<file path="src/rtl/dp_axis_polyvec_loader_pkg.sv">
// Shared FSM encoding, default sizing and helpers for the polyvec loader.
package dp_axis_polyvec_loader_pkg;

  localparam int DEF_COE_WIDTH     = 39;
  localparam int DEF_ADDR_WIDTH    = 9;
  localparam int DEF_NUM_POLY      = 3;
  localparam int DEF_NUM_BASE_BANK = 8;

  typedef enum logic [1:0] {
    ST_IDLE  = 2'd0,
    ST_LOAD  = 2'd1,
    ST_FLUSH = 2'd2,
    ST_DONE  = 2'd3
  } state_t;

  // Poly counter width, kept at least one bit for single-poly builds.
  function automatic int poly_width(input int num_poly);
    return (num_poly > 1) ? $clog2(num_poly) : 1;
  endfunction

endpackage

</file>
<file path="src/rtl/dp_axis_polyvec_loader_if.sv">
// AXI-Stream coefficient beat channel feeding the polyvec loader.
interface dp_axis_polyvec_loader_if #(
  parameter int COE_WIDTH     = dp_axis_polyvec_loader_pkg::DEF_COE_WIDTH,
  parameter int NUM_BASE_BANK = dp_axis_polyvec_loader_pkg::DEF_NUM_BASE_BANK
);
  logic [COE_WIDTH*NUM_BASE_BANK-1:0] tdata;
  logic                               tvalid;
  logic                               tlast;
  logic                               tready;

  modport master (output tdata, output tvalid, output tlast, input tready);
  modport slave  (input tdata, input tvalid, input tlast, output tready);
endinterface

</file>
<file path="src/rtl/dp_axis_polyvec_loader_addr_gen.sv">
// Row and poly counters with wrap/last flags for the polyvec loader.
// Define DP_LOADER_BITREV_EN to emit bit-reversed row addresses (NTT input order).
module dp_axis_polyvec_loader_addr_gen
  import dp_axis_polyvec_loader_pkg::*;
#(
  parameter int ADDR_WIDTH = DEF_ADDR_WIDTH,
  parameter int NUM_POLY   = DEF_NUM_POLY,
  localparam int PW        = poly_width(NUM_POLY)
) (
  input  logic                  clk,
  input  logic                  rst,
  input  logic                  adv,
  input  logic                  clr,
  output logic [ADDR_WIDTH-1:0] wr_addr,
  output logic [PW-1:0]         poly_cnt,
  output logic                  addr_last,
  output logic                  vec_last
);

  logic [ADDR_WIDTH-1:0] addr_cnt_reg;
  logic [PW-1:0]         poly_cnt_reg;
  logic                  poly_last;

  assign addr_last = (addr_cnt_reg == {ADDR_WIDTH{1'b1}});
  assign poly_last = (poly_cnt_reg == PW'(NUM_POLY - 1));
  assign vec_last  = addr_last && poly_last;
  assign poly_cnt  = poly_cnt_reg;

  // Row counter wraps naturally at DEPTH; the poly counter steps on each row wrap.
  always_ff @(posedge clk) begin
    if (rst || clr) begin
      addr_cnt_reg <= '0;
      poly_cnt_reg <= '0;
    end else if (adv) begin
      addr_cnt_reg <= addr_cnt_reg + ADDR_WIDTH'(1);
      if (addr_last) begin
        poly_cnt_reg <= poly_last ? '0 : poly_cnt_reg + PW'(1);
      end
    end
  end

`ifdef DP_LOADER_BITREV_EN
  for (genvar gi = 0; gi < ADDR_WIDTH; gi++) begin : g_rev
    assign wr_addr[gi] = addr_cnt_reg[ADDR_WIDTH-1-gi];
  end
`else
  assign wr_addr = addr_cnt_reg;
`endif

endmodule

</file>
<file path="src/rtl/dp_axis_polyvec_loader.sv">
// Streams coefficient beats into per-poly bank writes and pulses o_done per polyvec.
// Optional DP_LOADER_BITREV_EN (in the address generator) bit-reverses row addresses.
module dp_axis_polyvec_loader
  import dp_axis_polyvec_loader_pkg::*;
#(
  parameter int COE_WIDTH     = DEF_COE_WIDTH,
  parameter int ADDR_WIDTH    = DEF_ADDR_WIDTH,
  parameter int NUM_POLY      = DEF_NUM_POLY,
  parameter int NUM_BASE_BANK = DEF_NUM_BASE_BANK
) (
  input  logic                                clk,
  input  logic                                rst,
  input  logic                                i_start,
  dp_axis_polyvec_loader_if.slave             s_axis,
  output logic [NUM_BASE_BANK*NUM_POLY-1:0]   o_axi_we,
  output logic [ADDR_WIDTH*NUM_BASE_BANK-1:0] o_axi_wraddr,
  output logic [COE_WIDTH*NUM_BASE_BANK-1:0]  o_axi_data,
  output logic                                o_done,
  output logic                                o_busy,
  output logic                                o_err
);

  localparam int PW   = poly_width(NUM_POLY);
  localparam int WE_W = NUM_BASE_BANK * NUM_POLY;

  state_t                              state_reg, state_next;
  logic                                in_load, accept, clr;
  logic [ADDR_WIDTH-1:0]               wr_addr;
  logic [PW-1:0]                       poly_cnt;
  logic                                addr_last, vec_last;
  logic [WE_W-1:0]                     we_reg, we_next;
  logic [ADDR_WIDTH*NUM_BASE_BANK-1:0] wraddr_reg;
  logic [COE_WIDTH*NUM_BASE_BANK-1:0]  data_reg;
  logic                                err_reg;

  assign in_load       = (state_reg == ST_LOAD);
  assign s_axis.tready = in_load;
  assign accept        = s_axis.tvalid && in_load;
  assign clr           = (state_reg == ST_DONE);

  dp_axis_polyvec_loader_addr_gen #(
    .ADDR_WIDTH (ADDR_WIDTH),
    .NUM_POLY   (NUM_POLY)
  ) u_addr_gen (
    .clk       (clk),
    .rst       (rst),
    .adv       (accept),
    .clr       (clr),
    .wr_addr   (wr_addr),
    .poly_cnt  (poly_cnt),
    .addr_last (addr_last),
    .vec_last  (vec_last)
  );

  always_ff @(posedge clk) begin
    if (rst) state_reg <= ST_IDLE;
    else     state_reg <= state_next;
  end

  always_comb begin
    state_next = state_reg;
    o_done     = 1'b0;
    o_busy     = 1'b1;
    case (state_reg)
      ST_IDLE: begin
        o_busy = 1'b0;
        if (i_start) state_next = ST_LOAD;
      end
      ST_LOAD:  if (accept && vec_last) state_next = ST_FLUSH;
      ST_FLUSH: state_next = ST_DONE;
      ST_DONE: begin
        o_done     = 1'b1;
        state_next = ST_IDLE;
      end
      default:  state_next = ST_IDLE;
    endcase
  end

  for (genvar gi = 0; gi < NUM_POLY; gi++) begin : g_we
    assign we_next[gi*NUM_BASE_BANK +: NUM_BASE_BANK] =
        {NUM_BASE_BANK{accept && (poly_cnt == PW'(gi))}};
  end

  // Address and data hold between accepts; only the strobes drop on idle cycles.
  always_ff @(posedge clk) begin
    if (rst) begin
      we_reg     <= '0;
      wraddr_reg <= '0;
      data_reg   <= '0;
      err_reg    <= 1'b0;
    end else begin
      we_reg <= we_next;
      if (accept) begin
        wraddr_reg <= {NUM_BASE_BANK{wr_addr}};
        data_reg   <= s_axis.tdata;
        if (s_axis.tlast != addr_last) err_reg <= 1'b1;
      end
    end
  end

  assign o_axi_we     = we_reg;
  assign o_axi_wraddr = wraddr_reg;
  assign o_axi_data   = data_reg;
  assign o_err        = err_reg;

endmodule

</file>
<file path="src/flat_wrapper.sv">
// flat-port wrapper written by rule: the top's interface ports become plain ports
module dp_axis_polyvec_loader_flat import dp_axis_polyvec_loader_pkg::*;
#(
  parameter int COE_WIDTH     = DEF_COE_WIDTH,
  parameter int ADDR_WIDTH    = DEF_ADDR_WIDTH,
  parameter int NUM_POLY      = DEF_NUM_POLY,
  parameter int NUM_BASE_BANK = DEF_NUM_BASE_BANK
)
  (clk, rst, i_start, o_axi_we, o_axi_wraddr, o_axi_data, o_done, o_busy, o_err, s_axis_tdata, s_axis_tvalid, s_axis_tlast, s_axis_tready);
  dp_axis_polyvec_loader_if #(.COE_WIDTH(COE_WIDTH), .NUM_BASE_BANK(NUM_BASE_BANK)) s_axis_i ();
  input  logic clk;
  input  logic rst;
  input  logic i_start;
  output logic [NUM_BASE_BANK*NUM_POLY-1:0] o_axi_we;
  output logic [ADDR_WIDTH*NUM_BASE_BANK-1:0] o_axi_wraddr;
  output logic [COE_WIDTH*NUM_BASE_BANK-1:0] o_axi_data;
  output logic o_done;
  output logic o_busy;
  output logic o_err;
  input wire logic [$bits(s_axis_i.tdata)-1:0] s_axis_tdata;
  input wire logic [$bits(s_axis_i.tvalid)-1:0] s_axis_tvalid;
  input wire logic [$bits(s_axis_i.tlast)-1:0] s_axis_tlast;
  output wire logic [$bits(s_axis_i.tready)-1:0] s_axis_tready;
  assign s_axis_i.tdata = s_axis_tdata;
  assign s_axis_i.tvalid = s_axis_tvalid;
  assign s_axis_i.tlast = s_axis_tlast;
  assign s_axis_tready = s_axis_i.tready;
  dp_axis_polyvec_loader #(.COE_WIDTH(COE_WIDTH), .ADDR_WIDTH(ADDR_WIDTH), .NUM_POLY(NUM_POLY), .NUM_BASE_BANK(NUM_BASE_BANK)) u_core (.clk(clk), .rst(rst), .i_start(i_start), .s_axis(s_axis_i), .o_axi_we(o_axi_we), .o_axi_wraddr(o_axi_wraddr), .o_axi_data(o_axi_data), .o_done(o_done), .o_busy(o_busy), .o_err(o_err));
endmodule
</file>
<file path="config.mk">
export PLATFORM = sky130hd
export DESIGN_NAME = dp_axis_polyvec_loader_flat
export DESIGN_NICKNAME = d
export VERILOG_FILES = /design/src/rtl/dp_axis_polyvec_loader_pkg.sv /design/src/rtl/dp_axis_polyvec_loader_if.sv /design/src/rtl/dp_axis_polyvec_loader_addr_gen.sv /design/src/rtl/dp_axis_polyvec_loader.sv /design/src/flat_wrapper.sv
export SDC_FILE = /design/constraint.sdc
export NUM_CORES = 1
export LEC_CHECK = 0
export BUFFER_PORTS_ARGS = -buffer_cell sky130_fd_sc_hd__buf_2
export CAP_MARGIN = 30
export CORE_AREA = 5 5 284 286
export DETAILED_ROUTE_END_ITERATION = 10
export DIE_AREA = 0 0 289 291
export PLACE_DENSITY = 0.36
export SYNTH_ARGS = -nofsm -noshare
export SYNTH_HDL_FRONTEND = slang
export SYNTH_HIERARCHICAL = 1
export SYNTH_SLANG_ARGS = --single-unit
</file>
<file path="constraint.sdc">
create_clock -name clk -period 4.05 [get_ports clk]
set_input_delay 0.405 -clock clk [delete_from_list [all_inputs] [get_ports clk]]
set_output_delay 0.405 -clock clk [all_outputs]
set_load 0.02 [all_outputs]
</file>
# Yosys cells after proc, flatten, opt, wreduce, memory -nomap -nowiden
# Index checks and enable logic that the tools add are counted.
[totals] output_inout_bits=412 elab_cells=36 regBits=415 inputBits=317
[op_classes] reduce_logical=12 addsub=2 n_eq_ne=9 mux=6
[ops] cell="adder 9 x 1 -> 9 bit, second input constant" count=1
[ops] cell="== test 9 bit, second input constant" count=1
[ops] cell="case mux 2 bit (4 select lines)" count=1
[ops] cell="== test 2 bit, second input constant" count=3
[ops] cell="logical AND 1 bit" count=6
[ops] cell="two-way mux 2 bit" count=3
[ops] cell="AND reduction 2 bit" count=3
[ops] cell="== test 2 x 1 -> 1 bit, second input constant" count=2
[ops] cell="logical NOT 2 bit" count=2
[ops] cell="inequality test 2 bit, second input constant" count=2
[ops] cell="adder 2 x 1 -> 2 bit, second input constant" count=1
[ops] cell="two-way mux 1 bit" count=2
[ops] cell="logical OR 1 bit" count=1
[ops] cell="inequality test 1 bit" count=1

# Logic depth before layout (Yosys ltp)
# Gate-level depths: netlist of the first run.
[logic_depth] word_depth=5 depth_mapped=9 ltp_nobuf=8

# Modules after synthesis
# Netlist of the first run, hierarchy kept.
[by_module_without_submodules] mod="dp_axis_polyvec_loader" n_inst=1 area_per_inst_um2=12029.0 cells_each=1507 seq_area_each_um2=6546.3
[by_module_without_submodules] mod="dp_axis_polyvec_loader_addr_gen" n_inst=1 area_per_inst_um2=504.2 cells_each=55 seq_area_each_um2=220.2

# Worst setup path before layout of the first run
# No wires, ideal clock.
[synth_timing] path_type="reg-to-reg" from="register u_core.state_reg[1]" to="register u_core.u_addr_gen.addr_cnt_reg[5] (netlist: u_core/u_addr_gen/wr_addr[5])" synth_period_minus_slack_ns=2.041 t_arrival_ns=1.970 path_stages_with_launch=10 setup_time_ns=0.071 t_required_ns=3.979 n_path_buf=2 path_slack_ns=2.009 cell_sequence="dfxtp_1 inv_1 ha_1 nand2_2 clkinv_2 buf_2 buf_4 nand3_1 or3_2 a21oi_1"
[synth_via] elab_chain_len=2 elab_cells_between_ends=4 classes_between="eq/ne (2); reduce/logical (2)"
[synth_lines] element="from (decl)" line_no="dp_axis_polyvec_loader.sv:26" rtl="state_t state_reg, state_next;"
[synth_lines] element="from (signal assigned)" line_no="dp_axis_polyvec_loader.sv:57" rtl="else state_reg <= state_next;"
[synth_lines] element="== test 2 x 1 -> 1 bit" line_no="dp_axis_polyvec_loader.sv:36" rtl="assign in_load = (state_reg == ST_LOAD);"
[synth_lines] element="named net s_axis_tready" line_no="flat_wrapper.sv:23" rtl="output wire logic [$bits(s_axis_i.tready)-1:0] s_axis_tready;"
[synth_lines] element="logical AND 1 bit" line_no="dp_axis_polyvec_loader.sv:38" rtl="assign accept = s_axis.tvalid && in_load;"
[synth_lines] element="named net u_core.accept" line_no="dp_axis_polyvec_loader.sv:27" rtl="logic in_load, accept, clr;"
[synth_lines] element="to (signal assigned)" line_no="dp_axis_polyvec_loader_addr_gen.sv:35" rtl="addr_cnt_reg <= addr_cnt_reg + ADDR_WIDTH'(1);"
[synth_lines] element="to (decl)" line_no="dp_axis_polyvec_loader_addr_gen.sv:20" rtl="logic [ADDR_WIDTH-1:0] addr_cnt_reg;"
# The timed path passes the listed nets, and every way through them passes these cells.
# A chain may end at the register's enable or synchronous reset.

# Worst setup path in the final report of the first run
[layout_timing] from="register u_core.state_reg[1]" to="register u_core.data_reg[143] (netlist: u_core/o_axi_data[143])"
[layout_via] elab_chain_len=2
[layout_lines] element="== test 2 x 1 -> 1 bit" line_no="dp_axis_polyvec_loader.sv:36"
[layout_lines] element="logical AND 1 bit" line_no="dp_axis_polyvec_loader.sv:38"
[layout_lines] element="to (signal assigned)" line_no="dp_axis_polyvec_loader.sv:95" rtl="data_reg <= s_axis.tdata;"
[layout_lines] element="to (decl)" line_no="dp_axis_polyvec_loader.sv:33" rtl="logic [COE_WIDTH*NUM_BASE_BANK-1:0] data_reg;"
# No other way between the ends.

==> results of run 1 <==
==> cells in the mapped netlist <==
| library cell | instances |
|---|---|
| buf_6 | 23 |
| nand4_1 | 2 |
| mux2i_1 | 3 |
| a21oi_1 | 326 |
| o21ai_0 | 4 |
| nand3_1 | 2 |
| buf_2 | 38 |
| nand4b_1 | 1 |
| and3b_1 | 1 |
| o41ai_1 | 2 |
| or4_1 | 1 |
| buf_4 | 92 |
| xor2_1 | 4 |
| clkinv_2 | 1 |
| nor2_1 | 10 |
| or2_2 | 1 |
| nand3_2 | 1 |
| dfxtp_1 | 338 |
| buf_1 | 7 |
| a21boi_0 | 1 |
| clkbuf_1 | 33 |
| nor2b_1 | 3 |
| nor4b_1 | 2 |
| or3_2 | 2 |
| nor3_1 | 1 |
| nor4_1 | 1 |
| inv_1 | 4 |
| ha_1 | 8 |
| nand2_1 | 647 |
| o31ai_1 | 1 |
| nand2_2 | 1 |
| xnor2_1 | 1 |
==> layer usage <==
metal	routed length (um)	vias to the layer above	track usage, %
met3	5499	102	4.761
met4	1942	12	4.649
met5	74	-	0
li1	-	6114	-
met2	24200	516	19.00
met1	19760	5649	12.70
==> kinds of logic after synthesis <==
| kind of cell | after synthesis | share of synthesized area (%) |
|---|---|---|
| fa+ha+maj | 8 | 0.7987 |
| xor+xnor | 5 | 0.3494 |
| buf+inv | 198 | 10.45 |
| flops | 338 | 53.99 |
| compound gates | 334 | 13.44 |
| simple gates | 676 | 20.73 |
| mux | 3 | 0.2396 |
==> where the power goes <==
group	leakage [nW]	switching [W]	internal [W]	total [W]
Combinational	4.59	0.00184	0.000763	0.00260
Sequential	2.74	0.000202	0.00373	0.00393
Clock	0.660	0.00151	0.00210	0.00360
==> cell type report <==
type                       instances  area (sq um)
tap                             1050          1314
sequential                       338          6766
clock inverter                    14         92.59
inverter                           5         31.28
multi-input combinational       1026          4471
antenna                           10         25.02
fill                            8874         60390
clock buffer                      61          1222
timing repair buffer             736          3789
==> worst reg2reg max path: cells and delay by family (launching register included) <==
| kind | cells | cell delay, ps |
|---|---|---|
| DFF | 1 | 370 |
| and+or+nand+nor | 2 | 580 |
| adders and majority gates | 1 | 270 |
| buffers and inverters | 3 | 930 |
| AOI/OAI and AO/OA | 1 | 80 |
==> worst max-delay path by stage <==
| stage | startpoint | to | slack, ps | cells after the start |
|---|---|---|---|---|
| after floorplan | u_core/state_reg[1]$_SDFFE_PP0P_ | u_core/u_addr_gen/wr_addr[5]$_SDFFE_PP0P_ | 2010 | 9 |
| after global placement | u_core/state_reg[1]$_SDFFE_PP0P_ | u_core/o_axi_data[292]$_SDFFE_PP0P_ | 1720 | 7 |
| after detailed placement | u_core/state_reg[1]$_SDFFE_PP0P_ | u_core/u_addr_gen/wr_addr[5]$_SDFFE_PP0P_ | 1740 | 7 |
| after CTS | u_core/state_reg[1]$_SDFFE_PP0P_ | u_core/u_addr_gen/wr_addr[5]$_SDFFE_PP0P_ | 1700 | 7 |
| after global routing | u_core/state_reg[1]$_SDFFE_PP0P_ | u_core/u_addr_gen/wr_addr[5]$_SDFFE_PP0P_ | 1470 | 7 |
| final | u_core/state_reg[1]$_SDFFE_PP0P_ | u_core/o_axi_data[143]$_SDFFE_PP0P_ | 1700 | 7 |
==> through the flow <==
| step | hold slack (ps) | cell area [sq um] | setup WS [ps] | cells |
|---|---|---|---|---|
| after floorplan | 450.3 | 12530 | 2009 | 1562 |
| after global placement | 439.7 | 16370 | 1720 | 3155 |
| after detailed placement | 444.0 | 16370 | 1736 | 3155 |
| after CTS | 18.91 | 17690 | 1699 | 3230 |
| after global routing | 39.85 | 17710 | 1474 | 3240 |
| final | 73.52 | 17710 | 1703 | 3240 |
==> run summary, run 1 <==
status = finished, final reports clean
Die Y = 291 um
CP Launch Type = register
Worst Tran Pin Value = 905.3 ps
setup TNS = 0 ps
Hold Crit Depth = 3
wire per inst = 15.89 um
clk_skew = 22.26 ps
Setup crit end kind = register
RSZ-0062 raised after global routing = no
fin crit period = 2347 ps
Peak VDD IR = 0.0002875 V
Area Overhead vs Synth = 41.31%
via count = 12390
Post-CTS Hold Fix Bufs = 0
Critical-path top delay cell = clkinv_8
number of antenna violations at the first check in global routing = 16
H-tree depth = 2
first-pass GRT wire length = 75640 um
FF-to-FF End = u_core/o_axi_data[143]$_SDFFE_PP0P_
final net count = 2474
clk_lat worst skew = 560 ps
crit path max fanout = 131
type of the worst min-delay path = input port to register
Setup Fix Bufs, Post-CTS = 0
Yosys reg bits = 338
Reg2Reg Depth = 7
Iteration-0 DRC Markers = 517
DRC viols = 0
post-synthesis sequential area ratio = 53.99%
Hold EP = u_core/o_axi_data[6]$_SDFFE_PP0P_
vias per inst = 3.825
Clock transition at path regs = 60 ps
Initial Utilization = 16.05%
Synth Net Count = 1887
Rows = 103
Mapped Cells = 1562
max-capacitance violation count = 0
dpl hpwl = 37340 um
Die Span X = 289 um
Max Slew Vio Count = 0
Total Wirelength = 51470 um
reg2reg start = u_core/state_reg[1]$_SDFFE_PP0P_
CTS buffer count = 42
largest net degree at the start of global routing = 160
Synth cell types = 32
CP Cell Sequence = inv_1 > ha_1 > nand2_8 > clkinv_8 > buf_12 > nand2_1 > a21oi_1
share of cells above drive strength 1 = 37.06%
Placeable Area = 0.07810 sq mm
endpoints failing setup = 0
CP max stage delay = 390 ps
hold wc startpoint = s_axis_tdata[6]
share of the synthesized area in the top cell type = 53.99%
Final GP Congestion = 0.7664
ANT nets after route = 0
Synth area leaders = dfxtp_1 (54%), nand2_1 (19%), a21oi_1 (13%)
Pre-Repair DR Iteration Count = 5
Post-Syn Area = 0.01253 sq mm
Power Density = 572.1 mW/mm^2
Pleak = 7.994 nW
number of global-route vias before repair = 12170
DIE AREA = 0.08410 sq mm
Top Ports = 729
required time of the worst setup path = 4470 ps
CTS-repair resized insts = 0
max reg flops = 312
leading area contributor after synthesis = dfxtp_1
critical path type = register to register
Worst Path Buf+Inv = 3
reg2reg setup slack = 1700 ps
CTS tree = done
most frequent cells in the layout = buf_2 (727), nand2_1 (647), dfxtp_1 (338), a21oi_1 (326), clkbuf_16 (42)
port bufs = 728
Mapped Avg Cell Area = 8.024 sq um
final hold violations = 0
grt ovf = 0
clock sink total = 338
Clock Path Buffers = 3
overall routing resource usage = 11.35%
Arr. time, crit path = 2770 ps
commonest non-fill, non-tap cell in the layout = buf_2
Final Core Density = 22.68%
CP top delay family = buffers and inverters
period utilisation layout = 57.94%
relative slew slack = 39.65%
Total Power = 0.01013 W
CTS root buffer = clkbuf_16
Max Clk Rate = 426.1 MHz
Synth Warn # = 6
(Power assumes the default switching activity.)
==> run 2, diff against run 1 <==
--- a/config.mk
+++ b/config.mk
@@ -7,10 +7,10 @@
 export LEC_CHECK = 0
 export BUFFER_PORTS_ARGS = -buffer_cell sky130_fd_sc_hd__buf_2
 export CAP_MARGIN = 30
-export CORE_AREA = 5 5 284 286
+export CORE_AREA = 5 5 282 284
 export DETAILED_ROUTE_END_ITERATION = 10
-export DIE_AREA = 0 0 289 291
-export PLACE_DENSITY = 0.36
+export DIE_AREA = 0 0 287 289
+export PLACE_DENSITY = 0.37
 export SYNTH_ARGS = -nofsm -noshare
 export SYNTH_HDL_FRONTEND = slang
 export SYNTH_HIERARCHICAL = 1
==> constraint.sdc (replaced) <==
create_clock -name clk -period 2 [get_ports clk]
set_input_delay 0.2 -clock clk [delete_from_list [all_inputs] [get_ports clk]]
set_output_delay 0.2 -clock clk [all_outputs]
set_load 0.02 [all_outputs]
==> run 2 against run 1 <==
Net effect: clock power rose by 120%; global-route usage rose by 0.41 points; sequential share of layout area fell by 6.5 points; combinational power rose by 130%; critical path depth rose by 2; total power rose by 120%; sequential power rose by 100%; clock skew fell by 5.9 ps; first-iteration DRC count fell by 29%; critical endpoint is now u_core/state_reg[0]$_SDFFE_PP0P_; largest cell class is now buffers; largest power group is now the clock network.
==> run summary, run 2 (same netlist as run 1, synthesis figures left out) <==
share of cells above drive strength 1 = 33.62%
worst slack, placed = 148.8 ps
relative slew slack = 71.13%
reg2reg start = u_core/u_addr_gen/wr_addr[1]$_SDFFE_PP0P_
Placeable Area = 0.07683 sq mm
grt ovf = 0
Reg2Reg Depth = 9
CTS tree = done
Die Y = 289 um
FF-to-FF End = u_core/state_reg[0]$_SDFFE_PP0P_
port bufs = 728
most frequent cells in the layout = buf_2 (727), nand2_1 (647), dfxtp_1 (338), a21oi_1 (326), dlygate4sd3_1 (313)
largest net degree at the start of global routing = 79
Peak VDD IR = 0.0005672 V
final hold violations = 0
reg2reg setup slack = 210 ps
final net count = 2830
clock sink total = 338
RSZ-0062 raised after global routing = no
required time of the worst setup path = 2440 ps
fin crit period = 1787 ps
CP Launch Type = register
dpl hpwl = 38610 um
hold wc startpoint = s_axis_tlast
DIE AREA = 0.08294 sq mm
busiest grt layer = met2
Iteration-0 DRC Markers = 367
DRC viols = 0
Clock transition at path regs = 60 ps
critical path type = register to register
Setup Fix Bufs, Post-CTS = 0
first-pass GRT wire length = 78390 um
status = finished, final reports clean
Hold Crit Depth = 4
number of antenna violations at the first check in global routing = 1
setup TNS = 0 ps
Area Overhead vs Synth = 70.48%
PnR worst setup slack = 212.6 ps
Final GP Congestion = 0.8332
vias per inst = 3.801
max-capacitance violation count = 0
Total Power = 0.02206 W
number of global-route vias before repair = 13950
max reg flops = 312
Top Ports = 729
Clock Path Buffers = 3
Pre-Repair DR Iteration Count = 5
Worst Tran Pin Value = 433.0 ps
Setup crit end kind = register
type of the worst min-delay path = input port to register
crit path max fanout = 5
H-tree depth = 2
overall routing resource usage = 11.76%
Max Clk Rate = 559.5 MHz
via count = 13600
Hold EP = u_core/o_err$_SDFFE_PP0P_
Die Span X = 287 um
CTS buffer count = 43
WHS = 40.09 ps
commonest non-fill, non-tap cell in the layout = buf_2
Arr. time, crit path = 2230 ps
period utilisation layout = 89.37%
wire per inst = 14.66 um
Rows = 102
clk_skew = 16.36 ps
ANT nets after route = 0
M3 GR Usage = 4.516%
Total Wirelength = 52450 um
grt met1 use = 12.87%
CTS root buffer = clkbuf_16
met2 usage = 20.76%
Max Slew Vio Count = 0
Initial Utilization = 16.31%
Power Density = 1032 mW/mm^2
Pleak = 9.600 nW
clk_lat worst skew = 550 ps
endpoints failing setup = 0
==> run 2: critical path: stages (launching register included) <==
cell	delay [ps]
dfxtp_1	340
ha_1	210
nand2_1	70
nor3_1	40
buf_4	140
ha_1	190
and3b_1	160
a21boi_0	340
o21ai_0	130
o41ai_1	80
==> run 2: repair_timing <==
| item | 4_1_cts | 5_1_grt |
|---|---|---|
| setup endpoints to repair | 0 | 5 |
| resized for setup | 0 | 1 |
| hold buffers | 313 | 0 |
| endpoints found under the hold margin | 312 | 0 |
==> run 2: report_power, final <==
| part | internal (W) | leakage [nW] | switching (W) |
|---|---|---|---|
| Combinational | 0.00221 | 6.14 | 0.00385 |
| Sequential | 0.00755 | 2.74 | 0.000415 |
| Clock | 0.00497 | 0.722 | 0.00305 |
==> run 2: layer usage <==
metal | wire length, um | vias to the layer above
li1 | - | 6811
met1 | 20090 | 6178
met2 | 25670 | 522
met3 | 4892 | 89
met4 | 1800 | 0
met5 | 0 | -
==> run 2: worst max-delay path by stage <==
stage | slack [ps] | depth (start not counted) | endpoint | startpoint
after floorplan | 40 | 9 | u_core/u_addr_gen/wr_addr[5]$_SDFFE_PP0P_ | u_core/state_reg[1]$_SDFFE_PP0P_
after global placement | 80 | 9 | u_core/state_reg[0]$_SDFFE_PP0P_ | u_core/u_addr_gen/wr_addr[1]$_SDFFE_PP0P_
after detailed placement | 150 | 8 | u_core/state_reg[0]$_SDFFE_PP0P_ | u_core/u_addr_gen/wr_addr[1]$_SDFFE_PP0P_
after CTS | 140 | 7 | u_core/state_reg[0]$_SDFFE_PP0P_ | u_core/u_addr_gen/wr_addr[3]$_SDFFE_PP0P_
after global routing | 20 | 9 | u_core/state_reg[1]$_SDFFE_PP0P_ | u_core/u_addr_gen/wr_addr[1]$_SDFFE_PP0P_
final | 210 | 9 | u_core/state_reg[0]$_SDFFE_PP0P_ | u_core/u_addr_gen/wr_addr[1]$_SDFFE_PP0P_
==> run 2: final cells by class <==
cell class	count	area (sq um)
multi-input combinational	1026	4473
antenna	1	2.502
timing repair buffer	1091	7316
tap	1040	1301
inverter	5	31.28
fill	8374	55460
sequential	338	6766
clock buffer	67	1339
clock inverter	10	137.6
==> run 2: through the flow <==
stage               area, sq um  utilization [%]  std cells
detailed placement        16750            21.80       3187
global placement          16750            21.80       3187
floorplan                 12540                -       1562
finish                    21370            27.81       3578
global route              21360            27.81       3577
CTS                       21360            27.80       3577
==> run 3, diff against run 2 <==
--- a/config.mk
+++ b/config.mk
@@ -7,10 +7,11 @@
 export LEC_CHECK = 0
 export BUFFER_PORTS_ARGS = -buffer_cell sky130_fd_sc_hd__buf_2
 export CAP_MARGIN = 30
-export CORE_AREA = 5 5 282 284
+export CORE_AREA = 2 2 284 286
+export CTS_BUF_LIST = sky130_fd_sc_hd__clkbuf_2 sky130_fd_sc_hd__clkbuf_4 sky130_fd_sc_hd__clkbuf_8
 export DETAILED_ROUTE_END_ITERATION = 10
-export DIE_AREA = 0 0 287 289
-export PLACE_DENSITY = 0.37
+export DIE_AREA = 0 0 286 288
+export PLACE_DENSITY = 0.36
 export SYNTH_ARGS = -nofsm -noshare
 export SYNTH_HDL_FRONTEND = slang
 export SYNTH_HIERARCHICAL = 1
==> run 3 against run 2 <==
Net effect: die area is 0.69% lower; total power is 4.8% lower; clock skew is 17 ps higher.
==> run summary, run 3 (same netlist as run 1, synthesis figures left out) <==
status = finished, final reports clean
endpoints failing setup = 0
vias per inst = 3.778
period utilisation layout = 90.53%
Max Clk Rate = 552.3 MHz
most frequent cells in the layout = buf_2 (727), nand2_1 (647), dfxtp_1 (338), a21oi_1 (326), dlygate4sd3_1 (315)
H-tree depth = 3
Max Slew Vio Count = 0
Setup Fix Bufs, Post-CTS = 0
critical path type = register to register
dpl hpwl = 35990 um
required time of the worst setup path = 2500 ps
fillers = 8821
Initial Utilization = 15.74%
Iteration-0 DRC Markers = 402
CP Cell Sequence = nand3_2 > nor3_2 > ha_1 > and3b_1 > a21boi_0 > o21ai_0 > o41ai_1
type of the worst min-delay path = input port to register
CTS root buffer = clkbuf_8
clock sink total = 338
Clock Path Buffers = 3
CTS tree = done
clk_lat worst skew = 630 ps
clk_skew = 33.21 ps
Clock transition at path regs = 60 ps
Power Density = 988.7 mW/mm^2
Placeable Area = 0.07964 sq mm
Hold EP = u_core/o_axi_data[63]$_SDFFE_PP0P_
Critical-path top delay cell = dfxtp_1
ANT nets after route = 0
Rows = 104
grt ovf = 0
via count = 13710
Die Y = 288 um
reg2reg start = u_core/u_addr_gen/wr_addr[3]$_SDFFE_PP0P_
Die Span X = 286 um
Total Wirelength = 51050 um
number of antenna violations at the first check in global routing = 1
worst slack, placed = 84.62 ps
PnR worst setup slack = 189.3 ps
relative slew slack = 64.64%
port bufs = 728
RSZ-0062 raised after global routing = yes
CTS buffer count = 67
number of global-route vias before repair = 13730
setup TNS = 0 ps
max-capacitance violation count = 0
Peak VDD IR = 0.0004507 V
reg2reg setup slack = 190 ps
overall routing resource usage = 11.57%
final net count = 2858
CP max stage delay = 390 ps
Pleak = 9.567 nW
wire per inst = 14.07 um
largest net degree at the start of global routing = 68
Pre-Repair DR Iteration Count = 4
commonest non-fill, non-tap cell in the layout = buf_2
max reg flops = 312
DIE AREA = 0.08237 sq mm
CP Launch Type = register
crit path max fanout = 7
Final GP Congestion = 0.8005
Area Overhead vs Synth = 69.47%
share of cells above drive strength 1 = 34.71%
fin crit period = 1811 ps
FF-to-FF End = u_core/state_reg[1]$_SDFFE_PP0P_
hold wc startpoint = s_axis_tvalid
Reg2Reg Depth = 7
Worst Tran Pin Value = 530.4 ps
Arr. time, crit path = 2310 ps
Top Ports = 729
DRC viols = 0
Hold Crit Depth = 5
first-pass GRT wire length = 75510 um
Setup crit end kind = register
final hold violations = 0
==> run 3: worst max-delay path: cells and delay by family (launching register included) <==
kind,cells,cell delay [ps]
simple gates,3,600
compound gates,3,500
flops,1,390
fa+ha+maj,1,190
==> run 3: worst max path at each step <==
stage                                              startpoint                                   endpoint  slack [ps]  cells after the start
detailed placement  u_core/u_addr_gen/wr_addr[1]$_SDFFE_PP0P_           u_core/state_reg[1]$_SDFFE_PP0P_          80                      8
global placement    u_core/u_addr_gen/wr_addr[1]$_SDFFE_PP0P_           u_core/state_reg[1]$_SDFFE_PP0P_          70                      8
global route        u_core/u_addr_gen/wr_addr[1]$_SDFFE_PP0P_           u_core/state_reg[1]$_SDFFE_PP0P_         -30                      8
CTS                 u_core/u_addr_gen/wr_addr[1]$_SDFFE_PP0P_           u_core/state_reg[1]$_SDFFE_PP0P_          80                      8
floorplan                    u_core/state_reg[1]$_SDFFE_PP0P_  u_core/u_addr_gen/wr_addr[5]$_SDFFE_PP0P_          40                      9
finish              u_core/u_addr_gen/wr_addr[3]$_SDFFE_PP0P_           u_core/state_reg[1]$_SDFFE_PP0P_         190                      7
==> run 3: stage by stage <==
step	utilization [%]	power [W]	instance area (sq um)	hold slack, ps	instances
detailed placement	21.12	0.01386	16820	443.4	3209
finish	26.67	0.02100	21240	207.7	3628
global placement	21.12	0.01379	16820	438.7	3209
global route	26.67	0.02241	21240	162.6	3628
CTS	26.66	0.02157	21230	109.8	3627
floorplan	-	0.01167	12540	336.0	1562
==> run 3: per-layer routing <==
layer  part of all wire, %  routed length (um)  up-vias  global-route usage [%]
met1                    38               19540     6228                   12.15
met3                   9.1                4622      100                   4.366
met4                   3.3                1687        0                   5.353
met5                     0                   0        -                       0
li1                      -                   -     6866                       -
met2                    49               25210      511                   20.42
==> run 3: layout make-up <==
| class | instances | area (sq um) | share of cell area (%) |
|---|---|---|---|
| Timing Repair Buffer | 1095 | 7372 | 34.71 |
| Inverter | 5 | 31.28 | 0.1473 |
| Multi-Input combinational cell | 1026 | 4478 | 21.08 |
| Tap cell | 1060 | 1326 | 6.244 |
| Sequential cell | 338 | 6766 | 31.86 |
| Clock buffer | 89 | 1131 | 5.325 |
| Antenna cell | 1 | 2.502 | 0.01178 |
| Clock inverter | 14 | 132.6 | 0.6244 |
==> run 3: where the power goes <==
part | switching (W) | internal [W]
combinational | 0.00386 | 0.00227
clock | 0.00312 | 0.00379
sequential | 0.000405 | 0.00756
==> run 3: timing repair <==
item / 4_1_cts / 5_1_grt
endpoints found under the setup margin: 0 / 2
resized for setup: 0 / 1
hold buffers: 315 / 0
hold endpoints to repair: 318 / 0
